[src/rtl/note_judge_pkg.sv]
// Shared types and helpers for the per-player note judge: FSM states, default J/K/L keymap,
// score width and a saturating adder.
package note_judge_pkg;

    typedef enum logic [1:0] {
        ST_IDLE = 2'd0,
        ST_WAIT = 2'd1,
        ST_OPEN = 2'd2,
        ST_DONE = 2'd3
    } state_t;

    localparam int SCORE_W = 16;

    // Lane 2 = J (left), lane 1 = K, lane 0 = L as USB HID usage codes.
    localparam logic [23:0] DEF_LANE_KEYS = {8'h0D, 8'h0E, 8'h0F};

    function automatic logic [SCORE_W-1:0] sat_add(input logic [SCORE_W-1:0] a,
                                                   input logic [SCORE_W-1:0] b);
        logic [SCORE_W:0] sum;
        sum = {1'b0, a} + {1'b0, b};
        return sum[SCORE_W] ? {SCORE_W{1'b1}} : sum[SCORE_W-1:0];
    endfunction

endpackage

[src/rtl/note_judge_key_lane_decoder.sv]
// Keycode slots to per-lane held vector; purely combinational, zero latency, no backpressure.
// An empty slot (8'h00) never matches a lane.
module key_lane_decoder
    import note_judge_pkg::*;
#(
    parameter int                     NUM_LANES = 3,
    parameter int                     KEY_SLOTS = 2,
    parameter logic [8*NUM_LANES-1:0] LANE_KEYS = DEF_LANE_KEYS
) (
    input  logic [8*KEY_SLOTS-1:0] keycode,
    output logic [NUM_LANES-1:0]   held
);

    always_comb begin
        held = '0;
        for (int l = 0; l < NUM_LANES; l++) begin
            for (int s = 0; s < KEY_SLOTS; s++) begin
                if ((keycode[8*s +: 8] != 8'h00) && (keycode[8*s +: 8] == LANE_KEYS[8*l +: 8]))
                    held[l] = 1'b1;
            end
        end
    end

endmodule

[src/rtl/note_judge.sv]
// Per-player note judge: one hit/miss per chart row, registered one cycle after the window closes;
// no backpressure (strobes are never stalled). NOTE_JUDGE_PENALTY_EN makes stray presses force a miss.
module note_judge
    import note_judge_pkg::*;
#(
    parameter int                     NUM_LANES   = 3,
    parameter int                     KEY_SLOTS   = 2,
    parameter logic [8*NUM_LANES-1:0] LANE_KEYS   = DEF_LANE_KEYS,
    parameter int                     DEPTH       = 100,
    parameter int                     WINDOW      = 32,
    parameter int                     HIT_POINTS  = 10,
    parameter int                     COMBO_BONUS = 10,
    localparam int                    ROW_W       = (DEPTH > 1) ? $clog2(DEPTH) : 1
) (
    input  logic                   Clk,
    input  logic                   Reset,
    input  logic                   start,
    input  logic                   row_strobe,
    input  logic [NUM_LANES-1:0]   chart_row,
    input  logic [8*KEY_SLOTS-1:0] keycode,
    output logic [ROW_W-1:0]       row_idx,
    output logic                   hit,
    output logic                   miss,
    output logic [SCORE_W-1:0]     combo,
    output logic [SCORE_W-1:0]     max_combo,
    output logic [SCORE_W-1:0]     score,
    output logic                   done
);

    localparam int                 WIN_W    = (WINDOW > 1) ? $clog2(WINDOW + 1) : 1;
    localparam logic [SCORE_W-1:0] PTS      = SCORE_W'(HIT_POINTS);
    localparam logic [SCORE_W-1:0] PTS_X2   = SCORE_W'(2 * HIT_POINTS);
    localparam logic [SCORE_W-1:0] BONUS_AT = SCORE_W'(COMBO_BONUS);

    state_t               state, state_nxt;
    logic [NUM_LANES-1:0] held, held_q, press;
    logic [NUM_LANES-1:0] pending, pending_nxt, row_mask;
    logic [WIN_W-1:0]     win_cnt;
    logic                 strobe_pend;
    logic                 bad_nxt;
    logic                 close, is_hit, is_miss, last_row;
    logic                 clr_song, open_row;
    logic [SCORE_W-1:0]   combo_inc;

    key_lane_decoder #(
        .NUM_LANES (NUM_LANES),
        .KEY_SLOTS (KEY_SLOTS),
        .LANE_KEYS (LANE_KEYS)
    ) u_dec (
        .keycode (keycode),
        .held    (held)
    );

    assign press       = held & ~held_q;
    assign pending_nxt = pending & ~press;
    assign last_row    = (row_idx == ROW_W'(DEPTH - 1));

`ifdef NOTE_JUDGE_PENALTY_EN
    logic bad;
    assign bad_nxt = bad | (|(press & ~row_mask));
`else
    assign bad_nxt = 1'b0;
`endif

    assign close   = (state == ST_OPEN) &&
                     ((pending_nxt == '0) || (win_cnt == WIN_W'(WINDOW - 1)) || row_strobe);
    // A stray press outranks the row contents, so even an empty row can miss.
    assign is_miss = bad_nxt || ((row_mask != '0) && (pending_nxt != '0));
    assign is_hit  = !bad_nxt && (row_mask != '0) && (pending_nxt == '0);
    assign combo_inc = (combo == {SCORE_W{1'b1}}) ? combo : combo + 1'b1;

    always_ff @(posedge Clk or posedge Reset) begin
        if (Reset) state <= ST_IDLE;
        else       state <= state_nxt;
    end

    always_comb begin
        state_nxt = state;
        case (state)
            ST_IDLE: if (start) state_nxt = ST_WAIT;
            ST_WAIT: if (row_strobe || strobe_pend) state_nxt = ST_OPEN;
            ST_OPEN: if (close) state_nxt = last_row ? ST_DONE : ST_WAIT;
            ST_DONE: if (start) state_nxt = ST_WAIT;
            default: state_nxt = ST_IDLE;
        endcase
    end

    always_comb begin
        done     = (state == ST_DONE);
        clr_song = start && ((state == ST_IDLE) || (state == ST_DONE));
        open_row = (state == ST_WAIT) && (row_strobe || strobe_pend);
    end

    always_ff @(posedge Clk or posedge Reset) begin
        if (Reset) begin
            held_q      <= '0;
            row_idx     <= '0;
            hit         <= 1'b0;
            miss        <= 1'b0;
            combo       <= '0;
            max_combo   <= '0;
            score       <= '0;
            strobe_pend <= 1'b0;
            pending     <= '0;
            row_mask    <= '0;
            win_cnt     <= '0;
`ifdef NOTE_JUDGE_PENALTY_EN
            bad         <= 1'b0;
`endif
        end else begin
            held_q <= held;
            hit    <= 1'b0;
            miss   <= 1'b0;

            if (clr_song) begin
                row_idx     <= '0;
                combo       <= '0;
                max_combo   <= '0;
                score       <= '0;
                strobe_pend <= 1'b0;
            end

            if (open_row) begin
                pending     <= chart_row;
                row_mask    <= chart_row;
                win_cnt     <= '0;
                strobe_pend <= 1'b0;
`ifdef NOTE_JUDGE_PENALTY_EN
                bad         <= 1'b0;
`endif
            end

            if (state == ST_OPEN) begin
                pending <= pending_nxt;
                win_cnt <= win_cnt + 1'b1;
`ifdef NOTE_JUDGE_PENALTY_EN
                bad     <= bad_nxt;
`endif
                if (close) begin
                    hit  <= is_hit;
                    miss <= is_miss;
                    if (is_hit) begin
                        combo <= combo_inc;
                        score <= sat_add(score, (combo >= BONUS_AT) ? PTS_X2 : PTS);
                        if (combo_inc > max_combo) max_combo <= combo_inc;
                    end else if (is_miss) begin
                        combo <= '0;
                    end
                    if (!last_row)  row_idx     <= row_idx + 1'b1;
                    // The strobe that cut this window belongs to the next row.
                    if (row_strobe) strobe_pend <= 1'b1;
                end
            end
        end
    end

endmodule

[config.mk]
export PLATFORM = sky130hd
export DESIGN_NAME = note_judge
export DESIGN_NICKNAME = d
export VERILOG_FILES = /design/src/rtl/note_judge_pkg.sv /design/src/rtl/note_judge_key_lane_decoder.sv /design/src/rtl/note_judge.sv
export SDC_FILE = /design/constraint.sdc
export NUM_CORES = 1
export LEC_CHECK = 0
export ABC_CLOCK_PERIOD_IN_PS = 3750
export BUFFER_PORTS_ARGS = -buffer_cell sky130_fd_sc_hd__buf_2
export CORE_MARGIN = 2
export CORE_UTILIZATION = 25
export CTS_CLUSTER_DIAMETER = 50
export DETAILED_ROUTE_END_ITERATION = 10
export GPL_TIMING_DRIVEN = 0
export HOLD_SLACK_MARGIN = 0.06
export SETUP_SLACK_MARGIN = 0.15
export SYNTH_ARGS = -nofsm -noshare
export SYNTH_HDL_FRONTEND = slang
export SYNTH_SLANG_ARGS = --single-unit
[constraint.sdc]
create_clock -name Clk -period 3.75 [get_ports Clk]
set_clock_uncertainty 0.2 [all_clocks]
set_input_delay 0.5625 -clock Clk [delete_from_list [all_inputs] [get_ports Clk]]
set_output_delay 0.5625 -clock Clk [all_outputs]
set_load 0.02 [all_outputs]
Yosys cells after proc, flatten, opt, wreduce, memory -nomap -nowiden
Cells that the tools add are included.
{ "word_totals": {"ff_bits": 75} }
{ "op_classes": {"bitwise": 4, "add_sub_neg": 4, "eq_ne": 15, "reduce_logical": 24, "magnitude_cmp": 2, "muxes": 45} }
{ "ops": {"columns": ["cell", "n"], "rows": [
  ["16-bit two-way mux", 16],
  ["8-bit by 4-bit == test with 1-bit output, second input constant", 6],
  ["7-bit two-way mux", 4],
  ["16-bit by 5-bit adder with 17-bit output", 1],
  ["16-bit by 1-bit adder with 16-bit output, second input constant", 1],
  ["16-bit == test, second input constant", 1],
  ["16-bit by 4-bit greater-or-equal comparator with 1-bit output, second input constant", 1],
  ["16-bit > comparator", 1],
  ["8-bit nonzero test", 2],
  ["1-bit two-way mux", 15],
  ["6-bit two-way mux", 2],
  ["1-bit logical AND", 11],
  ["2-bit two-way mux", 4],
  ["7-bit by 1-bit adder with 7-bit output, second input constant", 1],
  ["7-bit == test, second input constant", 1],
  ["6-bit by 1-bit adder with 6-bit output, second input constant", 1],
  ["3-bit bitwise AND", 2],
  ["6-bit by 5-bit == test with 1-bit output, second input constant", 1],
  ["3-bit two-way mux", 2],
  ["3-bit NOT", 2],
  ["2-bit one-hot mux with 3 select lines", 1],
  ["3-bit nonzero test", 2],
  ["5-bit two-way mux", 1],
  ["2-bit == test, second input constant", 2],
  ["other kinds (9)", 13]
]} }

Longest topological paths before layout
{ "logic_depth": {"depth_word": 13, "ltp_mapped": 15} }

By module
A second synthesis with hierarchy kept.
{ "unflattened": {"cells_unflattened": 485, "area_unflattened_um2": 4424.2} }
{ "modules_own_cells": {"columns": ["module", "cells_each", "area_each_um2", "n_inst"], "rows": [
  ["note_judge", 473, 4327.9, 1],
  ["key_lane_decoder", 12, 96.3, 1]
]} }

Least setup slack after synthesis
No wires, ideal clock.
{ "synth_timing": {"path_kind": "reg2reg", "startpoint": "register combo[1]", "endpoint": "register max_combo[13]", "setup_time_ns": 0.128, "arrival_time_ns": 3.478, "path_slack_ns": -0.056, "n_path_buf": 0, "synth_period_minus_slack_ns": 3.806, "path_stages_with_launch": 15, "path_cell_list": "dfrtp_1 ha_1 nand4_2 or4_1 nand2_2 nor2_1 xnor2_1 inv_1 ha_1 and3_1 nand4_1 a211o_1 a41oi_1 nand3_4 mux2_1"} }
{ "synth_via": {"elab_chain_len": 7, "elab_cells_between_ends": 8, "cone_classes": "add/sub (1); order compare (1); eq/ne (1); mux (5)"} }
{ "synth_rtl": {"columns": ["item", "line", "source"], "rows": [
  ["from (decl)", "note_judge.sv:24", "output logic [SCORE_W-1:0] combo,"],
  ["from (signal assigned)", "note_judge.sv:143", "combo <= combo_inc;"],
  ["16-bit by 1-bit adder with 16-bit output / 16-bit == test (equally long branches)", "note_judge.sv:70", "assign combo_inc = (combo == {SCORE_W{1'b1}}) ? combo : combo + 1'b1;"],
  ["16-bit two-way mux (*)", "note_judge.sv:70", null],
  ["16-bit > comparator", "note_judge.sv:145", "if (combo_inc > max_combo) max_combo <= combo_inc;"],
  ["16-bit two-way mux (*)", "note_judge.sv:145", null],
  ["16-bit two-way mux (*)", "note_judge.sv:142", "if (is_hit) begin"],
  ["16-bit two-way mux (*)", "note_judge.sv:139", "if (close) begin"],
  ["16-bit two-way mux (*)", "note_judge.sv:133", "if (state == ST_OPEN) begin"],
  ["to (signal assigned)", "note_judge.sv:145", null],
  ["to (decl)", "note_judge.sv:25", "output logic [SCORE_W-1:0] max_combo,"]
]} }
Every way passes the cells marked *; elsewhere a longest branch is shown, timed or not.
A chain may end at the register's enable or synchronous reset.

Final worst setup path
{ "layout_timing": {"startpoint": "register combo[7]", "endpoint": "register max_combo[1]"} }
The elaborated chain is that of the path after synthesis.

==> metrics list <==
- Outcome: finished clean
- The initial utilization of the core area, before any placement, comes to 0.253.
- In this run the worst hold path is classified as in -> reg.
- Of the total power, the share spent switching nets is 0.389.
- Asr flop ratio synth: 1.00
- Proportion of synthesized chip area in sequential cells: 0.398
* Global-route wire length before repair: 22.3 mm
- Critical path endpoint category: register
- Slew @ Worst Pin: 0.979 ns
- Summing all non-filler instances in the final layout gives an area of 0.00620 mm^2.
* TritonCTS clock tree: yes
* IO buf count: 80
- Global Route Usage Sum: 0.139
- Total number of nets in the final design: 685
- Clock slew at reported path FFs: 0.06 ns
- Summed over all nets, the half-perimeter wirelength after detailed placement is 9.75 mm.
- Cell internal pwr: 1800 uW
- Counting both buffers and inverters, the worst setup path holds a total of 4.
* Number of synthesized flops with an enable pin: 0
- Power share of the sequential group: 0.337
* Maximum vdd ir drop: 0.000209 V
- STA puts the critical path data required time at 3.77 ns.
- Crit-path slowest cell: dfrtp_2
* Number of buffers on the longest clock path: 2
* Pin count of the biggest net entering global routing: 70
- Net Switching: 1150 uW
- Dpl cell area: 0.00549 mm^2
- met2 is the most crowded layer.
- Cell at the root of the clock tree: clkbuf_16
* Top flip-flop cell by instance count after synthesis: dfrtp_1
* Warning count from the yosys run: 0
* Die Height: 141 um
- The number of global-route vias before repair came to 4174.
- Leading post-synthesis cells by instance count: dfrtp_1, nand2_1, inv_1, ha_1, nor2_1
* Worst Hold Margin: 0.242 ns
- The number of failing hold endpoints at the final stage was 0.
- Core Rows: 50
* Via density per instance: 4.93
- Area leader, netlist: dfrtp_1
* Final routed wirelength across all metal layers: 13.7 mm
- Along the worst path, the maximum fanout reaches 9.
- Power spread over the standard cell area amounts to 475 mW/mm^2.
* WS Path Type: reg -> reg
- Die area: 0.0200 mm^2
* Antenna diodes: 0
- Combinational group share of total power: 0.373
* Part of the power in the clock network: 0.290
* GR Util met1: 0.191
* Endpoint arrival time on the critical path: 3.76 ns
- Cell count after synthesis: 510
- Synthesis inferred 75 register bits.
- Static power due to leakage: 0.00313 uW
* Clk_lat worst skew: 0.34 ns
* Post-Synthesis Net Count: 562
- Crit share post-route: 1.00
- Number of I/O pins: 81
* Delay contributed by the slowest stage of the critical path: 0.37 ns
* Crit path launch type: register
- GRT met2 Usage: 0.219
- Fraction of final layout cells with drive strength greater than 1: 0.292
* TritonCTS Buffers: 9
* Min Clock Period, post-route: 3.75 ns
- Slew HR: 0.344
- Ranked by total cell area, the synthesized netlist is headed by dfrtp_1, ha_1, nand2_1.
- Initial antenna violation count: 0
- The die is 141 um wide.
- Portion of synthesized cell area occupied by the leading cell type: 0.398
- For this run the aggregate overflow at the end of global routing stands at 0.
* Antenna-violating nets left: 0
* Cell chain of the critical path: buf_6 -> nand4_1 -> buf_4 -> nor4_4 -> buf_4 -> a31oi_2 -> ha_1 -> and3_1 -> nand4_1 -> a211o_1 -> a41oi_2 -> nand3_4 -> buf_12 -> mux2_4
* DRC violation count after routing: 0
- Total standard cell area after synthesis: 0.00472 mm^2
* Met3 track demand over resource in global routing: 0.0354
* Drt initial violations: 212
- The cell family contributing the most delay on the critical path is simple AND/OR/NAND/NOR gates.
- RSZ-0062 raised after global routing: true
* Via Count: 4298
- Std-Cell Core Area: 0.0186 mm^2
- Placed cell count: 825
* First-pass DRT Iterations: 5
* Upper clock frequency limit: 267 MHz
- The final max-slew violation count was 0.
- Placer congestion estimate: 0.859
- The clock drives 75 sinks.
- In this run the mean area of a mapped cell was 9.25 um^2.
- Setup violations remaining at the end of the flow were counted as 0.
- Synth-to-Final Area Change: 31.5%
- Max-cap violation count: 0
- Post-detailed-route wirelength per cell: 15.7 um
* H-tree depth: 3
- Most common cell in the netlist: dfrtp_1
* Filler-free cell count of the finished design: 872
- Number of distinct library cells after synthesis: 68
registers in the layout (all words and copies together), names as in the netlist, 2 cells and up:
register   flops
score         16
win_cnt        6
row_mask       3
combo         16
max_combo     16
held_q         3
pending        3
row_idx        7
state          2
metrics by stage:
| step | TNS, ns | setup WS (ns) | total power [uW] | util |
|---|---|---|---|---|
| 4_1_cts | 0 | 0.0461 | 2970 | 0.324 |
| 3_5_place_dp | -3.12 | -0.258 | 2060 | 0.294 |
| 3_3_place_gp | -6.31 | -0.289 | 2040 | 0.293 |
| 6_report | 0 | 0.00118 | 2950 | 0.333 |
| 2_1_floorplan | 0 | 0.160 | 1730 | - |
| 5_1_grt | -1.54 | -0.138 | 3140 | 0.333 |
cell usage in the layout (no fill, tap or decap), types with 4 or more instances in the layout:
cell type,count
buf_2,85
dfrtp_1,66
nand2_1,54
inv_1,48
buf_4,28
ha_1,26
nor2_1,22
a21oi_1,20
nand3_1,18
mux2i_1,16
o211ai_1,14
o21ai_0,12
nand4_1,11
a31oi_1,10
o21ai_1,10
clkbuf_1,10
a21o_1,9
clkbuf_16,9
dfrtp_2,9
and3_1,8
a211oi_1,7
a22o_1,7
o2bb2ai_1,7
xnor2_1,6
nand2b_1,5
buf_6,5
and2_1,5
nor4_1,5
a41oi_1,4
a311oi_1,4
and4_1,4
nor2b_1,4
nor3_1,4
timing repair:
item / 4_1_cts / 5_1_grt
cloned: 1 / 0
hold buffers: 1 / 0
endpoints found under the setup margin: 17 / 24
setup buffers: 21 / 8
pin swaps: 13 / 5
gates resized for setup: 17 / 26
endpoints found under the hold margin: 6 / 0
worst paths after layout:
check	cells after the start	slack [ns]	start	end
worst max-delay path	14	0.001	combo[7]	max_combo[1]
worst min-delay path	3	0.24	chart_row[2]	row_mask[2]
worst max register to register	14	0.001	combo[7]	max_combo[1]
worst min register to register	2	0.28	row_mask[1]	row_mask[1]
max in group asynchronous	4	2.31	Reset	combo[0]
min in group asynchronous	3	0.46	Reset	max_combo[7]
routing by layer:
layer  routed length, um  share of wire
met1                6510           0.48
met2                6110           0.45
met3                 815          0.060
met4                 250          0.018
met5                   0              0
power groups by stage:
stage / combinational, uW / clock, uW / sequential (uW)
after global placement: 1030 / 0 / 1010
after global routing: 1220 / 905 / 1010
after detailed placement: 1040 / 0 / 1020
after CTS: 1100 / 878 / 993
final: 1100 / 854 / 994
after floorplan: 693 / 0 / 1040
worst reg2reg max path, delay by kind of cell (launching register included):
family	cells	cell delay, ns
fa+ha+maj	1	0.32
flops	1	0.37
simple gates	5	1.03
mux	1	0.29
buf+inv	4	0.73
compound gates	3	0.70
area by class of cell:
cell class              instances  area, um^2
clock inverters                 5        53.8
flip-flops and latches         75        1890
inverters                      51         194
clock buffers                  11         233
fillers                      1911       12400
multi-input cells             363        2710
plain buffers                  21         135
repair buffers                112         703
well taps                     234         293
cell families (layout without fill, tap and decap cells):
family / Yosys count / count (layout) / share of synthesized area
xor gates and xnor gates: 13 / 13 / 0.0241
and+or+nand+nor: 167 / 167 / 0.191
DFF: 75 / 75 / 0.398
AOI/OAI and AO/OA: 134 / 134 / 0.200
muxes: 20 / 20 / 0.0432
buffers and inverters: 72 / 200 / 0.0650
adders and majority gates: 29 / 29 / 0.0785
Power figures use the tool's default switching activity.
